**src/rtl/draw_game_multi_if.sv**
```systemverilog
// Raster timing bundle shared by the VGA pipeline.
// The renderer only consumes hcount/vcount.
interface vga_if;
    logic [10:0] hcount;
    logic [10:0] vcount;

    modport in  (input  hcount, input  vcount);
    modport out (output hcount, output vcount);
endinterface

```
**src/rtl/draw_game_multi.sv**
```systemverilog
// Bird + N_TUBES pipe renderer with game-phase FSM and score.
// Optional HIT_FLASH_EN: bird flashes red/blue every 8 frames in HIT.
module draw_game_multi #(
    parameter int N_TUBES      = 3,
    parameter int H_ACTIVE     = 1024,
    parameter int BIRD_X       = 200,
    parameter int BIRD_W       = 40,
    parameter int BIRD_H       = 50,
    parameter int TUBE_W       = 120,
    parameter int GAP_H        = 400,
    parameter int START_FRAMES = 60,
    parameter int SCORE_W      = 8
) (
    input  logic                   clk,
    input  logic                   rst,
    input  logic                   game_rst,
    vga_if.in                      vin,
    input  logic [10:0]            bird_y,
    input  logic                   bird_col,
    input  logic [N_TUBES*11-1:0]  tube_x,
    input  logic [N_TUBES*11-1:0]  gap_y,
    output logic [11:0]            rgb,
    output logic                   valid,
    output logic                   collision,
    output logic [SCORE_W-1:0]     score,
    output logic [1:0]             phase
);

    typedef enum logic [1:0] {
        ARMING  = 2'd0,
        RUNNING = 2'd1,
        HIT     = 2'd2
    } phase_t;

    localparam int CW = $clog2(START_FRAMES) + 1;
    localparam logic [CW-1:0] LAST_F = CW'(START_FRAMES - 1);
    localparam logic [11:0] BX0 = 12'(BIRD_X);
    localparam logic [11:0] BX1 = 12'(BIRD_X + BIRD_W);
    localparam logic [11:0] BH  = 12'(BIRD_H);
    localparam logic [11:0] TW  = 12'(TUBE_W);
    localparam logic [11:0] GH  = 12'(GAP_H);
    localparam logic [11:0] HA  = 12'(H_ACTIVE);
    localparam logic [SCORE_W+3:0] SMAX = {4'd0, {SCORE_W{1'b1}}};

    phase_t state_q, state_d;
    logic [CW-1:0] frame_cnt;
    logic [N_TUBES-1:0][11:0] prev_e;
    logic [N_TUBES-1:0][11:0] tube_e;
    logic [N_TUBES-1:0][11:0] rel;
    logic [N_TUBES-1:0] tube_hit;
    logic [N_TUBES-1:0] pass;

    logic [11:0] h12, v12, by12;
    logic frame_start, bird_hit, tube_any;
    logic [11:0] tube_rgb, bird_rgb;
    logic [3:0] n_pass;
    logic [SCORE_W+3:0] score_sum;

    assign h12  = {1'b0, vin.hcount};
    assign v12  = {1'b0, vin.vcount};
    assign by12 = {1'b0, bird_y};
    assign frame_start = (vin.hcount == 11'd0) && (vin.vcount == 11'd0);
    assign phase = state_q;

    assign bird_hit = (h12 >= BX0) && (h12 < BX1) &&
                      (v12 >= by12) && (v12 < by12 + BH);

    for (genvar g = 0; g < N_TUBES; g++) begin : g_tube
        logic [11:0] tx, gy;
        assign tx = {1'b0, tube_x[g*11 +: 11]};
        assign gy = {1'b0, gap_y[g*11 +: 11]};
        assign tube_e[g] = tx + TW;
        assign rel[g] = h12 - tx;
        assign tube_hit[g] = (state_q != ARMING) && (tx < HA) &&
                             (h12 >= tx) && (h12 < tube_e[g]) &&
                             ((v12 < gy) || (v12 > gy + GH));
        assign pass[g] = (prev_e[g] >= BX0) && (tube_e[g] < BX0);
    end

    assign tube_any = |tube_hit;

    function automatic logic [11:0] tube_col(input logic [11:0] r);
        if (r < 12'd5 || r >= TW - 12'd5) return 12'h000;
        else if (r < 12'd20)              return 12'h0F0;
        else if (r < 12'd40)              return 12'h0C0;
        else if (r < 12'd80)              return 12'h090;
        else                              return 12'h0D0;
    endfunction

    // Tube colour: scan downwards so the lowest-index hit is applied last
    always_comb begin
        tube_rgb = 12'h000;
        for (int i = N_TUBES - 1; i >= 0; i--) begin
            if (tube_hit[i]) tube_rgb = tube_col(rel[i]);
        end
    end

    // Number of tubes whose right edge crossed the bird this frame
    always_comb begin
        n_pass = 4'd0;
        for (int i = 0; i < N_TUBES; i++) begin
            n_pass = n_pass + 4'(pass[i]);
        end
        score_sum = {4'd0, score} + (SCORE_W+4)'(n_pass);
    end

`ifdef HIT_FLASH_EN
    logic [3:0] flash_cnt;

    // Free-running frame counter driving the HIT flash
    always_ff @(posedge clk) begin
        if (rst) flash_cnt <= 4'd0;
        else if (frame_start) flash_cnt <= flash_cnt + 4'd1;
    end

    assign bird_rgb = (state_q == HIT && flash_cnt[3]) ? 12'hF00 : 12'h00F;
`else
    assign bird_rgb = 12'h00F;
`endif

    // Phase transitions; restart handled in the register
    always_comb begin
        state_d = state_q;
        unique case (state_q)
            ARMING: begin
                if (bird_col)
                    state_d = HIT;
                else if (frame_start && frame_cnt == LAST_F)
                    state_d = RUNNING;
            end
            RUNNING: begin
                if (bird_col || (bird_hit && tube_any))
                    state_d = HIT;
            end
            HIT:     state_d = HIT;
            default: state_d = ARMING;
        endcase
    end

    // State, pixel output, collision flag, score and edge history
    always_ff @(posedge clk) begin
        if (rst || game_rst) begin
            state_q   <= ARMING;
            frame_cnt <= '0;
            rgb       <= 12'h000;
            valid     <= 1'b0;
            collision <= 1'b0;
            score     <= '0;
            prev_e    <= '0;
        end else begin
            state_q   <= state_d;
            valid     <= bird_hit || tube_any;
            rgb       <= bird_hit ? bird_rgb :
                         tube_any ? tube_rgb : 12'h000;
            collision <= collision || (state_q == HIT);
            if (frame_start) begin
                prev_e <= tube_e;
                if (state_q == ARMING && frame_cnt != LAST_F)
                    frame_cnt <= frame_cnt + 1'b1;
                if (state_q == RUNNING)
                    score <= (score_sum > SMAX) ? {SCORE_W{1'b1}}
                                                : score_sum[SCORE_W-1:0];
            end
        end
    end

endmodule

```
**src/flat_wrapper.sv**
```systemverilog
// flat-port wrapper written by rule: the top's interface ports become plain ports
module draw_game_multi_flat 
#(
    parameter int N_TUBES      = 3,
    parameter int H_ACTIVE     = 1024,
    parameter int BIRD_X       = 200,
    parameter int BIRD_W       = 40,
    parameter int BIRD_H       = 50,
    parameter int TUBE_W       = 120,
    parameter int GAP_H        = 400,
    parameter int START_FRAMES = 60,
    parameter int SCORE_W      = 8
)
  (clk, rst, game_rst, bird_y, bird_col, tube_x, gap_y, rgb, valid, collision, score, phase, vin_hcount, vin_vcount);
  vga_if vin_i ();
  input  logic clk;
  input  logic rst;
  input  logic game_rst;
  input  logic [10:0] bird_y;
  input  logic bird_col;
  input  logic [N_TUBES*11-1:0] tube_x;
  input  logic [N_TUBES*11-1:0] gap_y;
  output logic [11:0] rgb;
  output logic valid;
  output logic collision;
  output logic [SCORE_W-1:0] score;
  output logic [1:0] phase;
  input wire logic [$bits(vin_i.hcount)-1:0] vin_hcount;
  input wire logic [$bits(vin_i.vcount)-1:0] vin_vcount;
  assign vin_i.hcount = vin_hcount;
  assign vin_i.vcount = vin_vcount;
  draw_game_multi #(.N_TUBES(N_TUBES), .H_ACTIVE(H_ACTIVE), .BIRD_X(BIRD_X), .BIRD_W(BIRD_W), .BIRD_H(BIRD_H), .TUBE_W(TUBE_W), .GAP_H(GAP_H), .START_FRAMES(START_FRAMES), .SCORE_W(SCORE_W)) u_core (.clk(clk), .rst(rst), .game_rst(game_rst), .vin(vin_i), .bird_y(bird_y), .bird_col(bird_col), .tube_x(tube_x), .gap_y(gap_y), .rgb(rgb), .valid(valid), .collision(collision), .score(score), .phase(phase));
endmodule
```
**config.mk**
```make
export PLATFORM = sky130hd
export DESIGN_NAME = draw_game_multi_flat
export DESIGN_NICKNAME = d
export VERILOG_FILES = /design/src/rtl/draw_game_multi_if.sv /design/src/rtl/draw_game_multi.sv /design/src/flat_wrapper.sv
export SDC_FILE = /design/constraint.sdc
export NUM_CORES = 1
export LEC_CHECK = 0
export CORE_ASPECT_RATIO = 0.6
export CORE_MARGIN = 4
export CORE_UTILIZATION = 42
export CTS_CLUSTER_DIAMETER = 150
export DETAILED_ROUTE_END_ITERATION = 8
export PLACE_DENSITY = 0.62
export SYNTH_ARGS = -nofsm -noshare
export SYNTH_HDL_FRONTEND = slang
export SYNTH_SLANG_ARGS = --single-unit
```
**constraint.sdc**
```tcl
create_clock -name clk -period 5.2 [get_ports clk]
set_input_delay 1.04 -clock clk [delete_from_list [all_inputs] [get_ports clk]]
set_output_delay 1.04 -clock clk [all_outputs]
set_load 0.005 [all_outputs]
```
==> results.sh, run 1 <==
export IMPL_ant_nets=0
export IMPL_io_pins=127
export IMPL_cts_tree="done"
export IMPL_slew_violations=0
export IMPL_post_cts_buffers=0
export IMPL_syn_area_um2=7680
export IMPL_wl_per_cell_um=17.1
export IMPL_final_nets=1350
export IMPL_synth_simple_area_share=0.192
export IMPL_min_path_cells=2
export IMPL_cts_resized_gates=0
export IMPL_grt_pass1_wl_mm=36.2
export IMPL_r2r_slack_ns=1.85
export IMPL_slowest_stage="clkdlybuf4s50_1"
export IMPL_status="completed"
export IMPL_synth_top_family_by_area="adder cells"
export IMPL_p_leak_nw=3.99
export IMPL_io_buffers=122
export IMPL_crit_type="in -> reg"
export IMPL_muxShareOfSynthArea=0.0132
export IMPL_placementRows=37
export IMPL_crit_chain="clkdlybuf4s50_1 > inv_1 > ha_1 > or3b_1 > and3_4 > o21ai_0 > nand3_1 > nor3b_1 > buf_4 > fa_1 > ha_1 > fa_1 > a21o_1 > nand2_1 > nor2_1 > and2_1 > nand4_1 > a21oi_1"
export IMPL_start_util=0.438
export IMPL_crit_path_end_kind="register"
export IMPL_syn_avg_cell_area_um2=7.87
export IMPL_cts_path_max_buffers=2
export IMPL_synthFlopType="dfxtp_1"
export IMPL_routed_via_density=5.63
export IMPL_tightest_slew_ns=0.893
export IMPL_arrival_ns=5.03
export IMPL_hold_class="reg -> reg"
export IMPL_synthAdderAreaFrac=0.257
export IMPL_grt_usage=0.214
export IMPL_antenna_cells=0
export IMPL_dr_first_iter_drc_count=544
export IMPL_cts_sinks=51
export IMPL_fin_crit_ns=4.89
export IMPL_sw_frac_of_total=0.381
export IMPL_overflow=0
export IMPL_hold_viol=0
export IMPL_setup_tns_ns=0
export IMPL_pwr_share_clk=0.255
export IMPL_antenna_found_initial=0
export IMPL_ir_drop_mv=0.138
export IMPL_clkTransAtPathRegs_ns=0.07
export IMPL_slew_headroom=0.405
export IMPL_synth_xor_area_share=0.0816
export IMPL_r2r_start="u_core.prev_e[3]"
export IMPL_grt_start_max_net_pins=50
export IMPL_p_switching_mw=0.590
export IMPL_rr_worst_depth=14
export IMPL_synth_seq_cells=51
export IMPL_slowest_delay_ns=0.51
export IMPL_start_kind="primary input"
export IMPL_power_mw=1.55
export IMPL_maxCapViolCount=0
export IMPL_die_height_um=113
export IMPL_remaining_drc_errors=0
export IMPL_p_seq_frac=0.253
export IMPL_power_density_nw_per_um2=166
export IMPL_first_pass_iters=5
export IMPL_synth_cells=976
export IMPL_dpl_cell_area_um2=9150
export IMPL_cts_buffers=5
export IMPL_r2r_end="u_core.score[2]"
export IMPL_die_area_um2=20600
export IMPL_hold_end="u_core.prev_e[35]"
export IMPL_hold_start="u_core.prev_e[35]"
export IMPL_vias=7476
export IMPL_worstPathMaxFanout=5
export IMPL_area_delta_synth_final_pct=21.4
export IMPL_min_period_over_period=0.941
export IMPL_rsz0062_at_grt="no"
export IMPL_synth_compound_area_frac=0.254
export IMPL_drt_total_wl_mm=22.7
export IMPL_grt_pass1_vias=6791
export IMPL_gp_congestion=0.893
export IMPL_cts_htree_levels=2
export IMPL_fmax_mhz=204
export IMPL_synth_edf_count=0
export IMPL_die_w_um=183
export IMPL_ctsHoldBuffers=0
export IMPL_ys_types=86
export IMPL_p_int_mw=0.959
export IMPL_dp_hpwl_mm=19.3
export IMPL_final_area_um2=9320
export IMPL_core_um2=17500
export IMPL_ys_async_sr_fraction=0
export IMPL_cp_required_ns=5.34
export IMPL_comb_power_share=0.492
export IMPL_drive_gt1_frac=0.0457
export IMPL_cts_root_buf="clkbuf_16"
export IMPL_yosysSeqAreaShare=0.133
export IMPL_setup_violations=0
export IMPL_yosys_warnings=0
export IMPL_fin_worst_skew_ns=0.0135
export IMPL_clk_latency_ns=0.30
-- cells in the mapped netlist (7+ instances only) --
library cell  number  area, um2
and3_1            11       68.8
mux2i_1            9       90.1
o21ai_0           42        210
o2111ai_1          7       61.3
nand2b_1          16        100
nor3_1            29        145
a311oi_1           8       70.1
xor2_1            12        105
a21o_1            13       97.6
clkbuf_1          11       41.3
nand4_1           21        131
nor2_1            79        297
or3_1              9       56.3
a211oi_1          34        255
inv_1             98        368
a21oi_1           70        350
a31oi_1           11       68.8
o21ai_1            7       35.0
buf_4              7       52.6
nor4_1            11       68.8
dfxtp_1           51       1020
o211ai_1           9       67.6
nor2b_1           12       75.1
nand3_1           30        150
xnor2_1           54        473
o21a_1            14        105
nand2_1           36        135
ha_1             149       1860
-- metal layers --
layer	vias up	routed length, um	GRT usage
li1	3852	-	-
met1	3410	13000	0.372
met3	4	1530	0.0273
met5	-	0	0
met4	0	66	0.0195
met2	210	8040	0.275
-- cells in the final DEF, fill, tap and decap left out, types with 6 or more instances in the layout --
| cell | count |
|---|---|
| xor2_1 | 12 |
| clkdlybuf4s50_1 | 122 |
| inv_1 | 98 |
| dfxtp_1 | 51 |
| o21a_1 | 14 |
| buf_4 | 13 |
| nand2_1 | 36 |
| a21oi_1 | 70 |
| nor3_1 | 29 |
| mux2i_1 | 9 |
| a211oi_1 | 34 |
| o21ai_0 | 42 |
| a311oi_1 | 8 |
| a21o_1 | 13 |
| or3_1 | 9 |
| o22ai_1 | 6 |
| nor4_1 | 11 |
| o21ai_1 | 7 |
| o2111ai_1 | 7 |
| nor2b_1 | 12 |
| nand3_1 | 30 |
| nor2_1 | 78 |
| xnor2_1 | 54 |
| a31oi_1 | 11 |
| o211ai_1 | 9 |
| and3_1 | 11 |
| ha_1 | 149 |
| nand2b_1 | 16 |
| nand4_1 | 21 |
-- how the worst max path moves through the flow --
stage               start         endpoint  slack [ns]
6_report       tube_x[14]  u_core.score[2]        0.31
5_1_grt        tube_x[14]  u_core.score[3]        0.06
4_1_cts        tube_x[14]  u_core.score[2]        0.30
3_5_place_dp   tube_x[14]  u_core.score[3]        0.02
3_3_place_gp   tube_x[14]  u_core.score[5]        0.04
2_1_floorplan  tube_x[14]  u_core.score[5]        0.92
-- flip-flops by register name, indices dropped and copies added, names as in the netlist --
| register | count |
|---|---|
| u_core.valid | 1 |
| u_core.score | 8 |
| u_core.collision | 1 |
| u_core.prev_e | 27 |
| u_core.rgb | 5 |
| u_core.phase | 2 |
| u_core.frame_cnt | 7 |
-- per-stage QoR --
stage | utilization | hold WS, ns | std cells | setup slack, ns
3_3_place_gp | 0.521 | 0.443 | 1320 | 0.0378
6_report | 0.531 | 0.455 | 1328 | 0.305
5_1_grt | 0.531 | 0.494 | 1328 | 0.0563
2_1_floorplan | - | 0.432 | 979 | 0.917
4_1_cts | 0.531 | 0.460 | 1328 | 0.299
3_5_place_dp | 0.521 | 0.449 | 1320 | 0.0228
-- worst max-delay path, delay by kind of cell --
| family | cells | cell delay (ns) |
|---|---|---|
| AO/OA/AOI/OAI | 3 | 0.46 |
| adder cells (fa/ha/maj) | 4 | 1.25 |
| buffers and inverters | 3 | 0.81 |
| AND/OR/NAND/NOR | 8 | 1.48 |
-- logic make-up after synthesis --
logic type / Yosys count
other: 1
and+or+nand+nor: 283
buffers and inverters: 126
xor gates and xnor gates: 69
adders and majority gates: 155
muxes: 10
DFF: 51
AOI/OAI and AO/OA: 281
-- power by group through the flow --
| stage | sequential, mW | combinational [mW] | clock, mW |
|---|---|---|---|
| global route | 0.392 | 0.849 | 0.420 |
| finish | 0.392 | 0.761 | 0.395 |
| CTS | 0.392 | 0.752 | 0.401 |
| detailed placement | 0.401 | 0.746 | 0 |
| floorplan | 0.401 | 0.501 | 0 |
| global placement | 0.401 | 0.746 | 0 |
-- layout make-up --
type / instances / area (um2)
Timing Repair Buffer: 135 / 1320
Clock inverter: 3 / 46.3
Inverter: 98 / 368
Clock buffer: 5 / 125
Sequential cell: 51 / 1020
Multi-Input combinational cell: 802 / 6150
Tap cell: 234 / 293
Fill cell: 1705 / 8230
Power figures use the tool's default switching activity.
==> inputs of run 2 (changes only) <==
--- a/config.mk
+++ b/config.mk
@@ -5,8 +5,9 @@
 export SDC_FILE = /design/constraint.sdc
 export NUM_CORES = 1
 export LEC_CHECK = 0
+export ABC_AREA = 1
 export CORE_ASPECT_RATIO = 0.6
-export CORE_MARGIN = 4
+export CORE_MARGIN = 8
 export CORE_UTILIZATION = 42
 export CTS_CLUSTER_DIAMETER = 150
 export DETAILED_ROUTE_END_ITERATION = 8
==> run 2 against run 1 <==
  * Register-to-register slack better by 0.24 ns
  * Sequential power about the same
  * Maximum frequency grew 2.9%
  * Synthesized area rose by 6.0%
  * Synthesized cell count rose by 33%
  * Cell count is 25% higher
  * Sequential cell count stayed put
  * Global-route usage decreased by 0.61 points
  * Clock skew is 0.0087 ns lower
  * Non-clock buffer count decreased by 10
  * Wire length grew 11%
  * Combinational power grew 2%
  * Highest routed layer unchanged
==> results.sh, run 2 <==
export IMPL_status="completed"
export IMPL_worstPathMaxFanout=4
export IMPL_fmax_mhz=210
export IMPL_setup_tns_ns=0
export IMPL_cts_path_max_buffers=2
export IMPL_muxShareOfSynthArea=0
export IMPL_remaining_drc_errors=0
export IMPL_ys_async_sr_fraction=0
export IMPL_die_height_um=124
export IMPL_ir_drop_mv=0.130
export IMPL_slew_headroom=0.532
export IMPL_vias=8472
export IMPL_ys_types=48
export IMPL_fillCellCount=1953
export IMPL_antenna_found_initial=0
export IMPL_synth_edf_count=0
export IMPL_r2r_slack_ns=2.09
export IMPL_min_path_cells=2
export IMPL_grt_pass1_vias=7725
export IMPL_io_buffers=122
export IMPL_rsz0062_at_grt="no"
export IMPL_crit_path_end_kind="register"
export IMPL_cts_tree="done"
export IMPL_power_mw=1.51
export IMPL_final_cell_mix="nand2_1, inv_1, ha_1"
export IMPL_finalNonFillerCells=1665
export IMPL_fin_worst_skew_ns=0.00474
export IMPL_maxCapViolCount=0
export IMPL_top_regs="u_core.prev_e: 27 flops, u_core.score: 8 flops, u_core.frame_cnt: 7 flops"
export IMPL_crit_type="in -> reg"
export IMPL_ant_nets=0
export IMPL_regMostFlops="u_core.prev_e"
export IMPL_synth_compound_area_frac=0.147
export IMPL_cts_sinks=51
export IMPL_gp_congestion=0.906
export IMPL_synth_simple_area_share=0.327
export IMPL_antenna_cells=0
export IMPL_crit_chain="clkdlybuf4s50_1 > inv_1 > ha_1 > nand3_1 > xor2_1 > inv_1 > nand3_1 > nand3_1 > a2111oi_0 > buf_4 > fa_1 > ha_1 > fa_1 > nand2_1 > a21boi_0 > nand2_1 > inv_1 > nand2_1 > a31oi_1"
export IMPL_yosys_warnings=0
export IMPL_cp_top_family="adder cells"
export IMPL_grt_pass1_wl_mm=41.1
export IMPL_power_density_nw_per_um2=155
export IMPL_core_um2=19000
export IMPL_routed_via_density=5.09
export IMPL_hold_class="reg -> reg"
export IMPL_cts_buffers=5
export IMPL_grt_usage=0.208
export IMPL_rr_worst_depth=12
export IMPL_synthTopCellsByArea="ha_1, nand2_1, dfxtp_1"
export IMPL_netlist_area_leader_share=0.229
export IMPL_min_period_over_period=0.915
export IMPL_netlist_top_cells_count="nand2_1, inv_1, ha_1"
export IMPL_hold_start="u_core.frame_cnt[5]"
export IMPL_synth_seq_cells=51
export IMPL_r2r_end="u_core.score[7]"
export IMPL_slowest_stage="clkdlybuf4s50_1"
export IMPL_drt_total_wl_mm=25.3
export IMPL_start_kind="primary input"
export IMPL_synth_top_family_by_area="simple AND/OR/NAND/NOR gates"
export IMPL_synth_xor_area_share=0.0506
export IMPL_slowest_delay_ns=0.60
export IMPL_synth_cells=1302
export IMPL_synth_most_common_cell="nand2_1"
export IMPL_r2r_start="u_core.prev_e[27]"
export IMPL_slew_violations=0
export IMPL_start_util=0.428
export IMPL_cts_root_buf="clkbuf_16"
export IMPL_dr_first_iter_drc_count=752
export IMPL_fin_hold_ws_ns=0.471
export IMPL_cts_htree_levels=2
export IMPL_io_pins=127
export IMPL_clk_latency_ns=0.29
export IMPL_final_common_cell="nand2_1"
export IMPL_placementRows=39
export IMPL_arrival_ns=4.92
export IMPL_overflow=0
export IMPL_die_area_um2=24200
export IMPL_area_delta_synth_final_pct=19.9
export IMPL_dp_cells=1657
export IMPL_largest_reg_flops=27
export IMPL_clkTransAtPathRegs_ns=0.07
export IMPL_syn_area_um2=8140
export IMPL_first_pass_iters=6
export IMPL_synthFlopType="dfxtp_1"
export IMPL_critical_path_buf_inv_count=5
export IMPL_synthAdderAreaFrac=0.241
export IMPL_ctsHoldBuffers=0
export IMPL_grt_start_max_net_pins=56
export IMPL_tightest_slew_ns=0.700
export IMPL_p_leak_nw=5.03
export IMPL_setup_violations=0
export IMPL_syn_avg_cell_area_um2=6.25
export IMPL_synth_top_area_cell="ha_1"
export IMPL_die_w_um=196
export IMPL_fin_crit_ns=4.76
export IMPL_multi_input_area_um2=6250
export IMPL_dpl_cell_area_um2=9600
export IMPL_final_area_um2=9750
export IMPL_cp_required_ns=5.36
export IMPL_hold_viol=0
export IMPL_cts_resized_gates=0
export IMPL_hold_end="u_core.frame_cnt[5]"
export IMPL_drive_gt1_frac=0.0296
export IMPL_dp_hpwl_mm=21.5
export IMPL_yosysSeqAreaShare=0.125
export IMPL_final_nets=1675
export IMPL_register_area_um2=1020
export IMPL_wl_per_cell_um=15.2
export IMPL_post_cts_buffers=0
[run 2: cell types whose count changed after synthesis, moves of 22 or more]
cell / before / now
nand2_1: 36 / 309
a211oi_1: 34 / 3
xnor2_1: 54 / 13
nor2_1: 79 / 126
a21oi_1: 70 / 106
inv_1: 98 / 204
xor2_1: 12 / 34
nand3_1: 30 / 91
[run 2: worst max path at each step]
| stage | from | end | slack [ns] | cells after the start |
|---|---|---|---|---|
| floorplan | tube_x[25] | u_core.score[0] | 1.08 | 17 |
| global placement | tube_x[25] | u_core.score[7] | 0.33 | 19 |
| detailed placement | tube_x[25] | u_core.score[7] | 0.21 | 19 |
| CTS | tube_x[25] | u_core.score[7] | 0.49 | 19 |
| global route | tube_x[25] | u_core.score[7] | 0.15 | 19 |
| finish | tube_x[25] | u_core.score[7] | 0.44 | 19 |
[run 2: layout make-up]
type	instances	area share
timing repair buffer	125	0.128
sequential	51	0.105
tap	246	0.0316
clock inverter	3	0.00269
multi-input combinational	1028	0.641
clock buffer	5	0.0128
inverter	207	0.0798
[run 2: through the flow]
stage / setup slack, ns / util
4_1_cts: 0.488 / 0.513
6_report: 0.441 / 0.513
5_1_grt: 0.148 / 0.513
2_1_floorplan: 1.08 / -
3_3_place_gp: 0.328 / 0.505
3_5_place_dp: 0.211 / 0.505
[run 2: layer usage]
metal	global-route usage	vias up	routed length (um)
met4	0.0127	0	52
li1	-	4496	-
met2	0.289	254	9340
met1	0.330	3718	14000
met3	0.0429	4	1920
met5	0	-	0
[run 2: kinds of logic (layout without fill, tap and decap cells)]
family | after synthesis | count (layout)
fa+ha+maj | 154 | 154
xor+xnor | 47 | 47
compound gates | 215 | 215
flops | 51 | 51
other cells | 1 | 4
simple gates | 608 | 608
buf+inv | 226 | 340
[run 2: worst min-delay path: stages, from the launching register on]
cell	delay (ns)
dfxtp_1	0.33
nor2_1	0.05
nor2_1	0.06
[run 2: where the power goes]
| group | internal, mW | switching [mW] |
|---|---|---|
| Combinational | 0.310 | 0.464 |
| Sequential | 0.391 | 0.00142 |
| Clock | 0.183 | 0.158 |
| Total | 0.884 | 0.623 |
